`config.mk`:
```
export PLATFORM = sky130hd
export DESIGN_NAME = fifo_ctrl
export DESIGN_NICKNAME = d
export VERILOG_FILES = /design/src/rtl/fifo_ctrl.sv
export SDC_FILE = /design/constraint.sdc
export NUM_CORES = 1
export LEC_CHECK = 0
export BUFFER_PORTS_ARGS = -buffer_cell sky130_fd_sc_hd__buf_4
export CAP_MARGIN = 0
export CELL_PAD_IN_SITES_DETAIL_PLACEMENT = 1
export CELL_PAD_IN_SITES_GLOBAL_PLACEMENT = 1
export CORE_MARGIN = 5
export CORE_UTILIZATION = 35
export DETAILED_ROUTE_END_ITERATION = 8
export GPL_TIMING_DRIVEN = 0
export PLACE_DENSITY = 0.73
export REMOVE_ABC_BUFFERS = 1
export SLEW_MARGIN = 20
export SYNTH_ARGS = -nofsm -noshare
export SYNTH_HDL_FRONTEND = slang
export SYNTH_SLANG_ARGS = --single-unit
```
`constraint.sdc`:
```
create_clock -name clk -period 2.1 [get_ports clk]
set_clock_uncertainty 0.1 [all_clocks]
set_input_delay 0.21 -clock clk [delete_from_list [all_inputs] [get_ports clk]]
set_output_delay 0.21 -clock clk [all_outputs]
set_load 0.1 [all_outputs]
```
`src/rtl/fifo_ctrl.sv`:
```
// fifo_ctrl: pointer/flag controller turning a dual-port register file into a circular FIFO.
// Latency: flags, count and pointers update at the edge that accepts a push/pop; wr_en is combinational.
// Backpressure: pushes while full are dropped unless a pop happens on the same edge; pops while empty are ignored.
//
// Ports:
//   clk, rst      - clock, asynchronous active-high reset
//   wr, rd        - push / pop requests, sampled on the rising edge
//   wr_en         - write enable to the register file (sole write qualifier)
//   w_addr        - write pointer to the register file
//   r_addr        - read pointer (head entry) to the register file
//   full, empty   - occupancy flags
//   count         - occupancy, 0..2**W
//   ovf, udf      - sticky dropped-push / ignored-pop flags, present only with FIFO_ERR_FLAG_EN
//
// Optional feature macro: FIFO_ERR_FLAG_EN

module fifo_ctrl #(
  parameter int W = 3
) (
  input  logic         clk,
  input  logic         rst,
  input  logic         wr,
  input  logic         rd,
  output logic         wr_en,
  output logic [W-1:0] w_addr,
  output logic [W-1:0] r_addr,
  output logic         full,
  output logic         empty,
`ifdef FIFO_ERR_FLAG_EN
  output logic         ovf,
  output logic         udf,
`endif
  output logic [W:0]   count
);

  localparam logic [W:0]   DEPTH_C = {1'b1, {W{1'b0}}};
  localparam logic [W:0]   CNT_ONE = {{W{1'b0}}, 1'b1};
  localparam logic [W-1:0] PTR_ONE = {{(W-1){1'b0}}, 1'b1};

  logic [W-1:0] w_addr_q, w_addr_d;
  logic [W-1:0] r_addr_q, r_addr_d;
  logic [W:0]   count_q, count_d;
  logic         full_q, full_d;
  logic         empty_q, empty_d;
  logic         push_ok;
  logic         pop_ok;

  // A push while full is still accepted when a pop frees the head slot on the
  // same edge: the consumer has already taken the old data, so the write may
  // land on the slot being vacated (w_addr == r_addr when full).
  always_comb begin
    push_ok  = wr & (~full_q | rd);
    pop_ok   = rd & ~empty_q;

    w_addr_d = push_ok ? (w_addr_q + PTR_ONE) : w_addr_q;
    r_addr_d = pop_ok  ? (r_addr_q + PTR_ONE) : r_addr_q;

    case ({push_ok, pop_ok})
      2'b10:   count_d = count_q + CNT_ONE;
      2'b01:   count_d = count_q - CNT_ONE;
      default: count_d = count_q;
    endcase

    full_d   = (count_d == DEPTH_C);
    empty_d  = (count_d == '0);
  end

  always_ff @(posedge clk or posedge rst) begin
    if (rst) begin
      w_addr_q <= '0;
      r_addr_q <= '0;
      count_q  <= '0;
      full_q   <= 1'b0;
      empty_q  <= 1'b1;
    end else begin
      w_addr_q <= w_addr_d;
      r_addr_q <= r_addr_d;
      count_q  <= count_d;
      full_q   <= full_d;
      empty_q  <= empty_d;
    end
  end

  // Gated by rst so the register file is never written while reset is held.
  assign wr_en  = wr & ~rst & (~full_q | rd);
  assign w_addr = w_addr_q;
  assign r_addr = r_addr_q;
  assign count  = count_q;
  assign full   = full_q;
  assign empty  = empty_q;

`ifdef FIFO_ERR_FLAG_EN
  logic ovf_q, ovf_d;
  logic udf_q, udf_d;

  // Sticky until reset. An ignored pop counts even when paired with a push
  // into an empty FIFO.
  always_comb begin
    ovf_d = ovf_q | (wr & full_q & ~rd);
    udf_d = udf_q | (rd & empty_q);
  end

  always_ff @(posedge clk or posedge rst) begin
    if (rst) begin
      ovf_q <= 1'b0;
      udf_q <= 1'b0;
    end else begin
      ovf_q <= ovf_d;
      udf_q <= udf_d;
    end
  end

  assign ovf = ovf_q;
  assign udf = udf_q;
`endif

endmodule

```
==> metrics, run 1 <==
die width=54.7 um; die area=2990 sq um; final hold slack=roughly 0.18 ns; # Max-Cap Violations=0; Worst-Skew Late Latency=0.27 ns; Max Clk Rate=~490 MHz; Hold Path Class=input port to flip-flop; routed vias/inst=5.01; CP Capture Type=flip-flop; CP Cell Sequence=nor2b_4, ha_4, or4b_2, a211oi_2; Seq/Total Area, Yosys=between 40% and 50%; final worst-path cycle share=97.3%; CTS sink cnt=12; number of primary I/O pins=17; synth-to-layout area growth=35.8%; Post-Syn Instances=between 60 and 70; Post-Syn Area=699 sq um; crit start category=flip-flop; #FFs+latches synth=12; Nets=91; TritonRoute pass-1 iters=2; Vert. Die Dim=roughly 55 um; largest net degree at the start of global routing=13; synth unique cells=28; Reg clk slew, reported paths=0.08 ns; status=finished clean; setup ws final=0.0564 ns; final wirelength=1610 um; vias in the first global route=583; most frequent cells in the layout=buf_4 (17), dfrtp_1 (11), nor2_1 (5), xor2_1 (4); R2R setup slack=0.06 ns; DRT antenna net count=0; ant diodes=0; CTS root buf=clkbuf_4; RSZ-0062 raised after global routing=true; Layout Cells excl Fill=between 100 and 150; Mean Syn Cell Area=11.5 sq um; WL per Instance=~15 um; overall routing resource usage=11.9%; clk buf depth=2; share of layout cells above drive strength 1=45.1%; DP Area=848 sq um; commonest non-fill, non-tap cell in the layout=buf_4; Hold Vio Cnt, Final=0; kind of critical path=flip-flop to flip-flop; worst-margin pin slew=0.474 ns; Data arrival, critical path=around 2.1 ns; critical path's largest stage delay=0.65 ns; slew margin rel.=68.4%; WP buf/inv=0; Finished Cell Area=950 sq um; Final min period=2.04 ns; setup violators final=0; clock buffer count from CTS=3; CP max-delay cell=or4b_2; Final HPWL DP=1160 um; GP Congestion=0.728; placed insts=103; area of the core=1940 sq um; via count=546; Initial Util=36.0%; pins over their slew limit=0; initial antenna violation count=0; CTS H-Tree Depth=1; synth warn=0; largest fanout on the critical path=9; number of DRC markers in iteration 0=1; first-pass GRT wire length=2530 um; Setup WS pre-CTS=-0.128 ns; # rows=16; CP required=2.19 ns; CTS tree=done; cell family with most CP delay=simple AND/OR/NAND/NOR gates; PortBufs=16; DRC=0; total grt overflow=0
## sequential cells by signal (all words and copies together), names as in the netlist
register  flops
count         4
empty         1
full          1
r_addr        3
w_addr        3
## layer usage
layer / GRT usage (%) / vias to the layer above / part of all wire (%)
met3: 1.91 / 0 / 4.8
met1: 14.1 / 275 / 45
li1: - / 257 / -
met2: 21.1 / 14 / 50
met5: 0 / - / 0
met4: 4.98 / 0 / 0
## per-stage QoR
step | util, % | setup TNS [ns]
final | 48.9 | 0
after CTS | 46.8 | 0
after floorplan | - | -2.25
after detailed placement | 43.7 | -0.236
after global routing | 48.9 | -0.0275
after global placement | 43.7 | -0.105
## timing repair
action / 4_1_cts / 5_1_grt
buffers inserted: 1 / 0
hold endpoints to repair: 11 / 0
pin swaps: 1 / 0
endpoints found under the setup margin: 3 / 3
gates resized for setup: 3 / 8
hold buffers: 1 / 0
## worst paths after layout
| check | startpoint | cells past startpoint | to |
|---|---|---|---|
| worst max-delay path | empty | 4 | empty |
| worst min register to register | w_addr[2] | 1 | w_addr[2] |
| min in group asynchronous | rst | 3 | w_addr[2] |
| max in group asynchronous | rst | 3 | empty |
| worst min-delay path | wr | 3 | w_addr[0] |
| worst max register to register | empty | 4 | empty |
## tightest hold or removal path, stage by stage
cell and delay, ns:
buf_4 0.13, o21ai_4 0.10, xnor2_1 0.07
## synthesized netlist by cell type (all sizes together)
| cell type | number | area share, % |
|---|---|---|
| a2111o | 1 | 1.6 |
| a211oi | 2 | 3.6 |
| a21oi | 2 | 1.4 |
| a2bb2oi | 1 | 1.3 |
| buf | 1 | 0.71 |
| dfrtp | 11 | 39 |
| dfstp | 1 | 3.8 |
| ha | 4 | 7.2 |
| inv | 3 | 1.6 |
| mux2 | 3 | 4.8 |
| mux2i | 2 | 2.9 |
| nand2 | 3 | 1.6 |
| nand2b | 1 | 0.90 |
| nand4b | 1 | 1.3 |
| nor2 | 5 | 2.7 |
| nor2b | 3 | 2.7 |
| nor3b | 1 | 2.7 |
| nor4b | 1 | 1.3 |
| nor4bb | 1 | 1.4 |
| o211ai | 1 | 1.1 |
| o21ai | 2 | 1.4 |
| or2 | 1 | 0.90 |
| or4b | 2 | 2.9 |
| xnor2 | 3 | 3.8 |
| xor2 | 5 | 7.3 |
## kinds of logic (layout without fill, tap and decap cells)
logic type                 count (synthesis)  after routing  share of synthesized area, %
and+or+nand+nor                           19             19                          18.2
DFF                                       12             12                          43.1
AOI/OAI and AO/OA                          9              9                          10.4
xor gates and xnor gates                   8              8                          11.1
muxes                                      5              5                          7.69
adders and majority gates                  4              4                          7.16
buffers and inverters                      4             25                          2.32
## area by class of cell
cell class	count	area [sq um]
clock buffers	4	26.3
fillers	223	992
flip-flops and latches	12	302
well taps	27	33.8
inverters	3	11.3
multi-input cells	45	439
repair buffers	18	138
Power of run 1 is left out: the tool's default activity adds up to more than one toggle a clock period on the data nets, which glitch-free logic cannot reach.
==> run 2: changes to the inputs <==
--- a/config.mk
+++ b/config.mk
@@ -5,12 +5,13 @@
 export SDC_FILE = /design/constraint.sdc
 export NUM_CORES = 1
 export LEC_CHECK = 0
+export ABC_AREA = 1
 export BUFFER_PORTS_ARGS = -buffer_cell sky130_fd_sc_hd__buf_4
 export CAP_MARGIN = 0
 export CELL_PAD_IN_SITES_DETAIL_PLACEMENT = 1
 export CELL_PAD_IN_SITES_GLOBAL_PLACEMENT = 1
 export CORE_MARGIN = 5
-export CORE_UTILIZATION = 35
+export CORE_UTILIZATION = 33
 export DETAILED_ROUTE_END_ITERATION = 8
 export GPL_TIMING_DRIVEN = 0
 export PLACE_DENSITY = 0.73
==> run 2 against run 1 <==
Worst setup slack improved by 0.13 ns. Flip-flop and latch count did not move. Utilization is 3.7 points lower. Clock-buffer cell count did not move. Non-clock buffer count down 1. Register-to-register slack gained 0.13 ns. Design area shrank 8.4%. Synthesized area fell by 6.1%. Synthesized cell count up 15%. Die area down 0.31%.
==> metrics, run 2 <==
status=finished clean; number of synthesized flops with an enable pin=0 (unchanged); Hold Path Sink=w_addr[2]; synth unique cells=18 (-36%); synth-to-layout area growth=32.4%; CTS sink cnt=12 (unchanged); setup bufs post-CTS=0 (-1); PortBufs=16 (unchanged); Worst R2R End=full; slew margin rel.=69.5% (+1.1 points); WP buf/inv=3 (+3); Reg clk slew, reported paths=0.08 ns (about the same); critical path's largest stage delay=0.54 ns (-0.11 ns); Hold Vio Cnt, Final=0 (unchanged); die width=54.6 um (-0.16%); final worst-path cycle share=91.3% (-6.0 points); Vert. Die Dim=54.6 um (-0.16%); most frequent cells in the layout=buf_4 (16), nand2_1 (15), dfrtp_1 (11), inv_1 (9), xnor2_1 (6); initial antenna violation count=0 (unchanged); overall routing resource usage=12.5% (+0.57 points); number of primary I/O pins=17 (unchanged); multi-input logic area=327 sq um (-26%); filler cell count=248 (+11%); FF+latch area=302 sq um (unchanged); CP Cell Sequence=inv_1, nand2_1, inv_1, ha_4, inv_2, nand2_1, o21ai_0, nor2_1, nand3_2, nor2_1; largest net degree at the start of global routing=13 (unchanged); Mean Syn Cell Area=9.38 sq um (-18%); share of layout cells above drive strength 1=38.5% (-6.7 points); hold path depth=3 (unchanged); Synth top cells by count=nand2_1 (15), dfrtp_1 (11), inv_1 (10), xnor2_1 (6); worst reg2reg path depth=10 (+6); GP Congestion=0.805 (+11%); CTS H-Tree Depth=1 (unchanged); pins over their slew limit=0 (unchanged); kind of critical path=flip-flop to flip-flop; cell with the most instances after synthesis=nand2_1; worst-margin pin slew=0.457 ns (-0.0170 ns); Final HPWL DP=1230 um (+6.3%); synth warn=0 (unchanged); setup violators final=0 (unchanged); CP required=2.21 ns (+0.02 ns); largest fanout on the critical path=6 (-3); via count=537 (-1.6%); number of DRC markers in iteration 0=1 (unchanged); vias in the first global route=581 (-0.34%); Worst-Skew Late Latency=0.27 ns (about the same); Post-synth ARST share=100% (unchanged); cell taking the most area after synthesis=dfrtp_1; Post-Syn Area=657 sq um (-6.1%); Seq/Total Area, Yosys=45.9% (+2.8 points); Max Clk Rate=521 MHz (+6.6%); Data arrival, critical path=2.03 ns (-0.10 ns); final wirelength=1500 um (-6.5%); commonest non-fill, non-tap cell in the layout=buf_4; Synth top area share=41.9% (+2.5 points); total grt overflow=0 (unchanged); TritonRoute pass-1 iters=3 (+1); # rows=16 (unchanged); Setup WS pre-CTS=0.0647 ns (+0.192 ns); CP Capture Type=flip-flop; Hold Path Class=input port to flip-flop; routed vias/inst=4.55 (-9.1%); CP max-delay cell=dfstp_2; DRC=0 (unchanged); #FFs+latches synth=12 (unchanged); DRT antenna net count=0 (unchanged); Initial Util=34.2% (-1.8 points); worst reg2reg path startpoint=empty; Largest register FFs=4 (unchanged); clock buffer count from CTS=3 (unchanged); clk buf depth=2 (unchanged); area of the core=1920 sq um (-1.0%); RSZ-0062 raised after global routing=false; Top FF cell, synth=dfrtp_1; # Max-Cap Violations=0 (unchanged); Min-Delay Startpoint=wr; CTS tree=done; top post-synthesis cells by area=dfrtp_1 (42%), nand2_1 (8.6%), xnor2_1 (8.0%); ant diodes=0 (unchanged); WL per Instance=12.7 um (-14%); setup ws final=0.182 ns (+0.126 ns); first-pass GRT wire length=2550 um (+0.55%); die area=2980 sq um (-0.31%); CTS root buf=clkbuf_4; Nets=100 (+9.9%); cell family with most CP delay=simple AND/OR/NAND/NOR gates; crit start category=flip-flop; Post-Syn Instances=70 (+15%); R2R setup slack=0.18 ns (+0.13 ns); Final min period=1.92 ns (-0.126 ns)
==> run 2: changes by cell type after synthesis, moves of 4 or more <==
cell     change
xor2_1       -4
inv_1        +7
nand2_2      +4
nand2_1     +12
==> run 2: worst max-delay path by stage <==
stage	start	endpoint	cells past startpoint
2_1_floorplan	full	wr_en	3
6_report	empty	full	10
5_1_grt	empty	full	11
4_1_cts	empty	full	10
3_5_place_dp	empty	full	10
3_3_place_gp	empty	full	9
==> run 2: metal layers <==
layer | track usage, % | wire, um | share of wire (%)
met1 | 11.4 | 577 | 38
met2 | 24.4 | 849 | 57
met3 | 2.72 | 40 | 2.7
met4 | 7.47 | 34 | 2.3
met5 | 0 | 0 | 0
==> run 2: final cells by class <==
class                           count  share of cell area, %
Multi-Input combinational cell     47                   37.6
Sequential cell                    12                   34.7
Clock buffer                        4                   4.17
Tap cell                           27                   3.88
Inverter                           11                   4.75
Timing Repair Buffer               17                   15.0
==> run 2: worst min-delay path: cells and delay by family <==
kind | cells | cell delay (ns)
buf+inv | 1 | 0.12
simple gates | 1 | 0.09
xor+xnor | 1 | 0.06
==> run 2: what timing repair did <==
action	4_1_cts	5_1_grt
hold endpoints to repair	11	0
hold buffers	1	0
setup endpoints to repair	0	2
gates resized for setup	0	2
==> run 2: kinds of logic (layout without fill, tap and decap cells) <==
kind of cell | after synthesis | after routing | share of synthesized area (%)
mux | 1 | 1 | 1.71
flops | 12 | 12 | 45.9
xor+xnor | 7 | 7 | 10.5
buf+inv | 11 | 32 | 6.29
simple gates | 33 | 33 | 26.5
fa+ha+maj | 4 | 4 | 7.62
compound gates | 2 | 2 | 1.52
==> run 2: through the flow <==
step                      hold WS [ns]  instance area, sq um  util, %  std cells  setup TNS [ns]
after detailed placement         0.164                   811     42.2        113               0
final                            0.145                   870     45.2        118               0
after global placement           0.160                   811     42.2        113               0
after CTS                        0.136                   857     44.6        118               0
after floorplan                -0.0260                   657        -         70          -0.777
after global routing             0.153                   870     45.2        118               0
Power of run 2 is left out for the same reason.
